File: config.mk
export PLATFORM = sky130hd
export DESIGN_NAME = mpram_nr1w
export DESIGN_NICKNAME = d
export VERILOG_FILES = /design/src/rtl/mpram_nr1w_pkg.sv /design/src/rtl/mpram_nr1w_lutram_1r1w.sv /design/src/rtl/mpram_nr1w.sv
export SDC_FILE = /design/constraint.sdc
export NUM_CORES = 1
export LEC_CHECK = 0
export ABC_CLOCK_PERIOD_IN_PS = 5500
export BUFFER_PORTS_ARGS = -buffer_cell sky130_fd_sc_hd__buf_2
export CAP_MARGIN = 20
export CELL_PAD_IN_SITES_DETAIL_PLACEMENT = 0
export CELL_PAD_IN_SITES_GLOBAL_PLACEMENT = 1
export CORE_MARGIN = 2
export CORE_UTILIZATION = 29
export CTS_CLUSTER_SIZE = 12
export DETAILED_ROUTE_END_ITERATION = 16
export PLACE_DENSITY_LB_ADDON = 0.1
export SYNTH_ARGS = -nofsm -noshare
export SYNTH_HDL_FRONTEND = slang
export SYNTH_SLANG_ARGS = --single-unit
File: constraint.sdc
create_clock -name clk -period 5.5 [get_ports clk]
set_input_delay 0.275 -clock clk [delete_from_list [all_inputs] [get_ports clk]]
set_output_delay 0.275 -clock clk [all_outputs]
set_load 0.02 [all_outputs]
File: src/rtl/mpram_nr1w_pkg.sv
// Shared types for the multi-read, single-write distributed RAM.
package mpram_nr1w_pkg;

  typedef enum logic [0:0] {
    S_CLEAR = 1'b0,
    S_RUN   = 1'b1
  } mpram_state_e;

endpackage

File: src/rtl/mpram_nr1w_lutram_1r1w.sv
// One async-read, sync-write storage copy; maps to distributed RAM on FPGA builds.
module lutram_1r1w #(
  parameter int unsigned DEPTH = 32,
  parameter int unsigned WIDTH = 2,
  localparam int unsigned AW = $clog2(DEPTH)
) (
  input  logic             clk,
  input  logic             we,
  input  logic [AW-1:0]    waddr,
  input  logic [WIDTH-1:0] wdata,
  input  logic [AW-1:0]    raddr,
  output logic [WIDTH-1:0] rdata
);

`ifdef _FPGA
  (* ram_style = "distributed" *) logic [WIDTH-1:0] mem [DEPTH];
`else
  logic [WIDTH-1:0] mem [DEPTH];
`endif

  // No reset: contents are established by the owner's clear sweep.
  always_ff @(posedge clk) begin
    if (we) begin
      mem[waddr] <= wdata;
    end
  end

  assign rdata = mem[raddr];

endmodule

File: src/rtl/mpram_nr1w.sv
// NR-read / 1-write RAM built from replicated 1R1W copies, with post-reset clear sweep,
// optional write-to-read bypass and optional registered read data.
module mpram_nr1w
  import mpram_nr1w_pkg::*;
#(
  parameter int unsigned      DEPTH    = 32,
  parameter int unsigned      WIDTH    = 2,
  parameter int unsigned      NR       = 3,
  parameter bit               BYPASS   = 1'b1,
  parameter bit               OUT_REG  = 1'b0,
  parameter logic [WIDTH-1:0] INIT_VAL = '0,
  localparam int unsigned     AW       = $clog2(DEPTH)
) (
  input  logic                clk,
  input  logic                rst_n,
  output logic                ready_o,
  input  logic                we_i,
  input  logic [AW-1:0]       waddr_i,
  input  logic [WIDTH-1:0]    wdata_i,
  input  logic [NR*AW-1:0]    raddr_i,
  output logic [NR*WIDTH-1:0] rdata_o
);

  mpram_state_e     state_q, state_d;
  logic [AW-1:0]    clr_cnt_q, clr_cnt_d;
  logic             clr_we;
  logic             mem_we;
  logic [AW-1:0]    mem_waddr;
  logic [WIDTH-1:0] mem_wdata;

  // Next-state: sweep one entry per cycle, then run forever until reset.
  always_comb begin
    state_d   = state_q;
    clr_cnt_d = clr_cnt_q;
    clr_we    = 1'b0;
    case (state_q)
      S_CLEAR: begin
        clr_we    = 1'b1;
        clr_cnt_d = AW'(clr_cnt_q + 1'b1);
        if (clr_cnt_q == AW'(DEPTH - 1)) begin
          state_d = S_RUN;
        end
      end
      S_RUN: begin
        state_d = S_RUN;
      end
      default: begin
        state_d = S_CLEAR;
      end
    endcase
  end

  always_ff @(posedge clk) begin
    if (!rst_n) begin
      state_q   <= S_CLEAR;
      clr_cnt_q <= '0;
      ready_o   <= 1'b0;
    end else begin
      state_q   <= state_d;
      clr_cnt_q <= clr_cnt_d;
      ready_o   <= (state_d == S_RUN);
    end
  end

  // Shared write port: the sweep owns it during clear, user writes only in run.
  assign mem_we    = rst_n & (clr_we | ((state_q == S_RUN) & we_i));
  assign mem_waddr = clr_we ? clr_cnt_q : waddr_i;
  assign mem_wdata = clr_we ? INIT_VAL : wdata_i;

  for (genvar k = 0; k < NR; k++) begin : g_port
    logic [AW-1:0]    ra;
    logic [WIDTH-1:0] mem_rd;
    logic [WIDTH-1:0] rd_c;

    assign ra = raddr_i[k*AW +: AW];

    lutram_1r1w #(
      .DEPTH (DEPTH),
      .WIDTH (WIDTH)
    ) u_ram (
      .clk   (clk),
      .we    (mem_we),
      .waddr (mem_waddr),
      .wdata (mem_wdata),
      .raddr (ra),
      .rdata (mem_rd)
    );

    // Storage is undefined until swept, so clear-phase reads are forced.
    always_comb begin
      rd_c = mem_rd;
      if (state_q == S_CLEAR) begin
        rd_c = INIT_VAL;
      end else if (BYPASS && we_i && (ra == waddr_i)) begin
        rd_c = wdata_i;
      end
    end

    if (OUT_REG) begin : g_reg
      logic [WIDTH-1:0] rd_q;
      always_ff @(posedge clk) begin
        if (!rst_n) begin
          rd_q <= '0;
        end else begin
          rd_q <= rd_c;
        end
      end
      assign rdata_o[k*WIDTH +: WIDTH] = rd_q;
    end else begin : g_comb
      assign rdata_o[k*WIDTH +: WIDTH] = rd_c;
    end
  end

endmodule

==> flow_summary.json, run 1 <==
{
  "hold_path.class": "input port to flop",
  "grt_util_all_layers_pct": 17.47,
  "worst_r2r_endpoint": "g_port[2].u_ram.mem[18][1]",
  "place_inst": 512,
  "die_y_um": 127.2,
  "stdcell_area_um2": 5025,
  "swShare_pct": 22.43,
  "ys.flop_type": "edfxtp_1",
  "internal_power_w": 0.001075,
  "cts_resized": 0,
  "netlist_area_um2": 4402,
  "required_ps": 5220,
  "finalClockSkew_ps": 5.902,
  "fp.coreArea_um2": 15030,
  "cts-root-buf": "clkbuf_16",
  "syn_inst": 317,
  "grt_max_degree": 34,
  "synthSimpleGateAreaFrac_pct": 11.23,
  "cp_max_fo": 17,
  "die_w_um": 127.2,
  "antenna_found_initial": 0,
  "startpoint_type": "input port",
  "initial_utilization_pct": 29.28,
  "multi_input_area_um2": 2196,
  "synth.top_cells.by_area": "edfxtp_1 44%, mux4_2 21%, mux4_1 4.2%, nor2_1 3.2%, dfxtp_1 2.7%",
  "hold_path_depth": 2,
  "place.gp.congestion": 0.8070,
  "hold_viol_final": 0,
  "yosysUniqueCellTypes": 50,
  "grt_overflow_total": 0,
  "layout.cells.non_filler": 529,
  "synth_compound_area_share_pct": 5.316,
  "regArea_um2": 2042,
  "area_growth_pct": 14.16,
  "synthMuxAreaShare_pct": 29.19,
  "via_count": 2916,
  "critical_path_class": "input port to output pin",
  "fin_total_pwr_w": 0.001386,
  "clock.fmax_mhz": 382.0,
  "period_minus_slack_ps": 2618,
  "drv_cap": 0,
  "synth-seq-cells": 70,
  "die_area_um2": 16180,
  "tns_ps": 0,
  "seq_power_share_pct": 42.0,
  "synth_top_family_by_area": "multiplexers",
  "ys_warn_count": 0,
  "ctsHoldBuffers": 0,
  "first_iter_violations": 218,
  "r2r_setup_slack_ps": 3280,
  "ys_seq_area_share_pct": 46.39,
  "synth_area_leader_cell": "edfxtp_1",
  "maxSlewHeadroom_pct": 33.42,
  "post-route-period-util_pct": 47.60,
  "syn-num-nets": 344,
  "n_antenna_cell": 0,
  "worstMarginPinSlew_ps": 997.5,
  "clkSinkCount": 70,
  "viasPerCell": 5.512,
  "cts_made_buffers": 9,
  "worstPathArrival_ps": 2340,
  "clock_latency_ps": 340,
  "avgSynthCellArea_um2": 13.89,
  "rsz0062_at_grt": "no",
  "grt_pass1_wl_mm": 20.31,
  "ctsHtreeMaxLevel": 3,
  "cts_setup_buffers": 0,
  "cp-end-kind": "output pin",
  "crit_end": "rdata_o[4]",
  "cts_buffer_depth": 2,
  "cts_tree": "yes",
  "rr_startpoint": "state_q",
  "setup_violations": 0,
  "routed_wl_mm": 13.39,
  "synth_edf_count": 64,
  "hpwlAfterDp_mm": 9.584,
  "ios": 32,
  "finalMaxSlewViolations": 0,
  "port_buffers": 31,
  "status": "complete, no violations",
  "drc": 0,
  "wl_per_cell_um": 25.32,
  "dr.pass1.iters": 4,
  "grt_pass1_vias": 3063,
  "place_area_um2": 4658,
  "clkPwrFrac_pct": 48.8,
  "comb_power_share_pct": 9.2,
  "crit_start": "raddr_i[10]",
  "path_clk_slew_ps": 60,
  "synth_fa_ha_area_share_pct": 0.5685,
  "rows": 45,
  "rr_worst_depth": 5,
  "ant_nets": 0,
  "switchingPower_w": 0.0003109,
  "fillers": 1462,
  "synth_top_cell_area_share_pct": 43.66,
  "synth_xor_area_share_pct": 3.582,
  "fin_nets": 363,
  "async_flop_share_pct": 0,
  "p_leak_nw": 1.735,
  "drive_gt1_share_pct": 28.15,
  "peakVddDrop_mv": 0.1336,
  "p_per_area_nw_per_um2": 275.8
}
==> cell usage in the layout, fill, tap and decap left out, drive strengths merged, types with 2 or more instances in the layout <==
master	netlist	layout
edfxtp	64	64
mux4	49	49
nor2	37	37
buf	15	33
nand2	17	17
xor2	12	12
mux2i	11	11
clkbuf	10	9
nand3	8	8
nor3b	7	7
inv	6	7
xnor2	6	6
nor2b	6	6
dfxtp	6	6
o21ai	5	5
nand2b	5	5
nor4	4	4
mux2	4	4
nor3	4	4
nand4	4	4
o211ai	3	3
a211oi	3	3
and2	3	3
bufinv	0	3
clkinv	0	3
o22ai	2	2
and3	2	2
o2bb2ai	2	2
a21oi	2	2
ha	2	2
==> sequential cells by signal, summed over array words and instances (netlist names) <==
signal            count
g_port.u_ram.mem     64
state_q               1
clr_cnt_q             5
==> layout make-up <==
cell class                 instances  share of cell area [%]
clock buffer                       9                   4.482
inverter                           6                  0.4482
multi-input combinational        216                   43.70
timing repair buffer              33                   3.635
clock inverter                     7                   2.415
tap                              188                   4.681
sequential                        70                   40.64
==> cell usage after synthesis, drive strengths merged, types with 3 or more instances <==
master and n:
edfxtp 64, a211oi 3, mux2 4, buf 15, nand4 4, xor2 12, o21ai 5, nor3 4
nand2b 5, mux2i 11, nand3 8, clkbuf 10, and2 3, xnor2 6, nor2b 6, nand2 17
dfxtp 6, nor4 4, nor3b 7, nor2 37, inv 6, o211ai 3, mux4 49
==> metrics by stage <==
step	utilization, %	hold WS, ps	setup slack [ps]
6_report	33.42	244.1	2882
5_1_grt	33.42	248.2	2657
4_1_cts	33.29	233.5	2847
3_5_place_dp	30.99	572.5	2864
3_3_place_gp	30.99	561.9	2839
2_1_floorplan	-	392.5	3357
==> kinds of logic after synthesis <==
kind of cell / count (synthesis)
simple gates: 101
flops: 70
mux: 64
compound gates: 31
buf+inv: 31
xor+xnor: 18
fa+ha+maj: 2
==> critical path: stages <==
cell and delay (ps):
buf_2 450, mux4_1 620, nor2b_1 140, a2111oi_0 400, a311o_1 190, o2bb2ai_1 80
buf_2 160
==> how the worst min path moves through the flow <==
stage                 startpoint  slack [ps]            to
floorplan                  rst_n         390       state_q
global placement    clr_cnt_q[4]         560  clr_cnt_q[4]
detailed placement  clr_cnt_q[1]         570  clr_cnt_q[1]
CTS                        rst_n         230       state_q
global route               rst_n         250       state_q
finish                     rst_n         240       state_q
==> layer usage <==
layer | track usage [%] | part of all wire [%] | wire, um
met1 | 24.24 | 47 | 6299
met2 | 27.77 | 48 | 6435
met3 | 3.727 | 3.5 | 472
met4 | 5.107 | 1.4 | 185
met5 | 0 | 0 | 0
==> power by group through the flow <==
stage          Clock (W)  Combinational (W)  Sequential (W)
2_1_floorplan          0          0.0000911        0.000591
3_3_place_gp           0           0.000129        0.000593
3_5_place_dp           0           0.000129        0.000593
4_1_cts         0.000686           0.000130        0.000582
5_1_grt         0.000709           0.000138        0.000582
6_report        0.000677           0.000128        0.000582
No activity file was read; power rests on OpenSTA's default activity.
==> run 2, diff against run 1 <==
--- a/config.mk
+++ b/config.mk
@@ -5,7 +5,7 @@
 export SDC_FILE = /design/constraint.sdc
 export NUM_CORES = 1
 export LEC_CHECK = 0
-export ABC_CLOCK_PERIOD_IN_PS = 5500
+export ABC_CLOCK_PERIOD_IN_PS = 2600
 export BUFFER_PORTS_ARGS = -buffer_cell sky130_fd_sc_hd__buf_2
 export CAP_MARGIN = 20
 export CELL_PAD_IN_SITES_DETAIL_PLACEMENT = 0
==> constraint.sdc (replaced) <==
create_clock -name clk -period 2.6 [get_ports clk]
set_input_delay 0.13 -clock clk [delete_from_list [all_inputs] [get_ports clk]]
set_output_delay 0.13 -clock clk [all_outputs]
set_load 0.02 [all_outputs]
==> run 2 against run 1 <==
First-iteration DRC count up 15%. Routed wire length down 0.86%. Cell area up 0.87%. Core utilization up 0.29 points. Via count up 3.1%. Flip-flop and latch count unchanged. Register-to-register slack worse by 2700 ps. Clock power up 88%. Critical endpoint is now rdata_o[0].
==> flow_summary.json, run 2 (synthesis gave the netlist of run 1 again) <==
{
  "fillers": 1497,
  "worst_r2r_endpoint": "g_port[2].u_ram.mem[8][0]",
  "cts_buffer_depth": 2,
  "critical_path_class": "flop to output pin",
  "place_area_um2": 4761,
  "min_to": "state_q",
  "viasPerCell": 5.567,
  "wl_per_cell_um": 24.59,
  "largest_reg_flops": 64,
  "rsz0062_at_grt": "no",
  "initial_utilization_pct": 29.28,
  "ant_nets": 0,
  "finalClockSkew_ps": 7.871,
  "ctsHtreeMaxLevel": 3,
  "finalMaxSlewViolations": 0,
  "largestRegisters": "g_port.u_ram.mem x64, clr_cnt_q x5, state_q x1",
  "stdcell_area_um2": 5069,
  "fin_nets": 374,
  "ctsHoldBuffers": 0,
  "hold_viol_final": 0,
  "required_ps": 2470,
  "hold_path.class": "input port to flop",
  "cts-root-buf": "clkbuf_16",
  "p_leak_nw": 1.768,
  "dr.pass1.iters": 4,
  "startpoint_type": "flop",
  "holdWs_ps": 92.61,
  "p_per_area_nw_per_um2": 549.1,
  "rr_startpoint": "state_q",
  "die_w_um": 127.2,
  "hold_start": "rst_n",
  "ios": 32,
  "period_minus_slack_ps": 2401,
  "n_antenna_cell": 0,
  "worstMarginPinSlew_ps": 541.8,
  "first_iter_violations": 250,
  "maxSlewHeadroom_pct": 63.79,
  "port_buffers": 31,
  "status": "complete, no violations",
  "setup_slack_ps": 198.7,
  "drc": 0,
  "dp_slack_ps": 370.7,
  "peakVddDrop_mv": 0.2989,
  "worstPathArrival_ps": 2270,
  "cts_made_buffers": 9,
  "area_growth_pct": 15.15,
  "place.gp.congestion": 0.8061,
  "hpwlAfterDp_mm": 9.991,
  "routed_wl_mm": 13.28,
  "final_cell_mix": "64 x edfxtp_1, 42 x mux4_2, 37 x nor2_1, 31 x buf_2, 17 x nand2_1",
  "grt_pass1_vias": 3109,
  "final_common_cell": "edfxtp_1",
  "hold_path_depth": 2,
  "path_clk_slew_ps": 60,
  "r2r_setup_slack_ps": 620,
  "drv_cap": 0,
  "clock.fmax_mhz": 416.4,
  "cp_max_fo": 4,
  "clock_latency_ps": 340,
  "clkSinkCount": 70,
  "grt_overflow_total": 0,
  "grt_util_all_layers_pct": 17.54,
  "die_area_um2": 16180,
  "via_count": 3006,
  "cp-end-kind": "output pin",
  "setup_violations": 0,
  "fp.coreArea_um2": 15030,
  "grt_pass1_wl_mm": 20.47,
  "post-route-period-util_pct": 92.36,
  "rows": 45,
  "cts_tree": "yes",
  "grt_max_degree": 31,
  "fin_total_pwr_w": 0.002783,
  "drive_gt1_share_pct": 29.55,
  "crit_start": "g_port[1].u_ram.mem[12][0]",
  "antenna_found_initial": 0,
  "rr_worst_depth": 4,
  "die_y_um": 127.2,
  "largest-register": "g_port.u_ram.mem",
  "tns_ps": 0
}
run 2: changes by cell type in the layout (fill, tap and decap cells not counted), sizes merged:
| cell | delta |
|---|---|
| clkbuf | +2 |
| buf | +11 |
| inv | -1 |
| bufinv | -1 |
run 2: critical path, cell delays in order, from the launching register on:
cell and delay [ps]:
edfxtp_1 470, mux4_2 490, mux2_2 270, a31oi_1 230, o211ai_1 130, o2111a_1 180
buf_2 170
run 2: timing repair:
| action | CTS | global route |
|---|---|---|
| setup endpoints to repair | 0 | 1 |
| gates resized for setup | 0 | 1 |
| buffers inserted | 0 | 0 |
run 2: worst max-delay path by stage:
stage,end,slack [ps],cells after the start
2_1_floorplan,g_port[1].u_ram.mem[0][1],470,5
3_3_place_gp,rdata_o[5],390,7
3_5_place_dp,rdata_o[5],370,7
4_1_cts,rdata_o[0],160,6
5_1_grt,rdata_o[4],40,6
6_report,rdata_o[0],200,6
run 2: per-layer routing:
| metal | vias up | wire (um) | track usage (%) |
|---|---|---|---|
| met5 | - | 0 | 0 |
| met4 | 0 | 352 | 6.399 |
| met3 | 24 | 783 | 4.690 |
| met2 | 116 | 6014 | 26.50 |
| met1 | 1535 | 6126 | 24.38 |
| li1 | 1331 | - | - |
run 2: power by group:
group	internal, W	total, W	switching [W]
clock	0.000833	0.00127	0.000441
sequential	0.00122	0.00123	0.00000840
combinational	0.000121	0.000279	0.000158
run 2: layout make-up:
type,instances,area (um2),share of cell area (%)
Clock inverter,5,73.82,1.456
Sequential cell,70,2042,40.29
Timing Repair Buffer,44,265.3,5.233
Tap cell,188,235.2,4.641
Multi-Input combinational cell,216,2197,43.35
Inverter,6,22.52,0.4443
Clock buffer,11,232.7,4.591
run 2: per-stage QoR:
stage / instances / util [%]
4_1_cts: 540 / 33.71
3_5_place_dp: 524 / 31.67
2_1_floorplan: 317 / -
3_3_place_gp: 524 / 31.67
6_report: 540 / 33.72
5_1_grt: 540 / 33.72
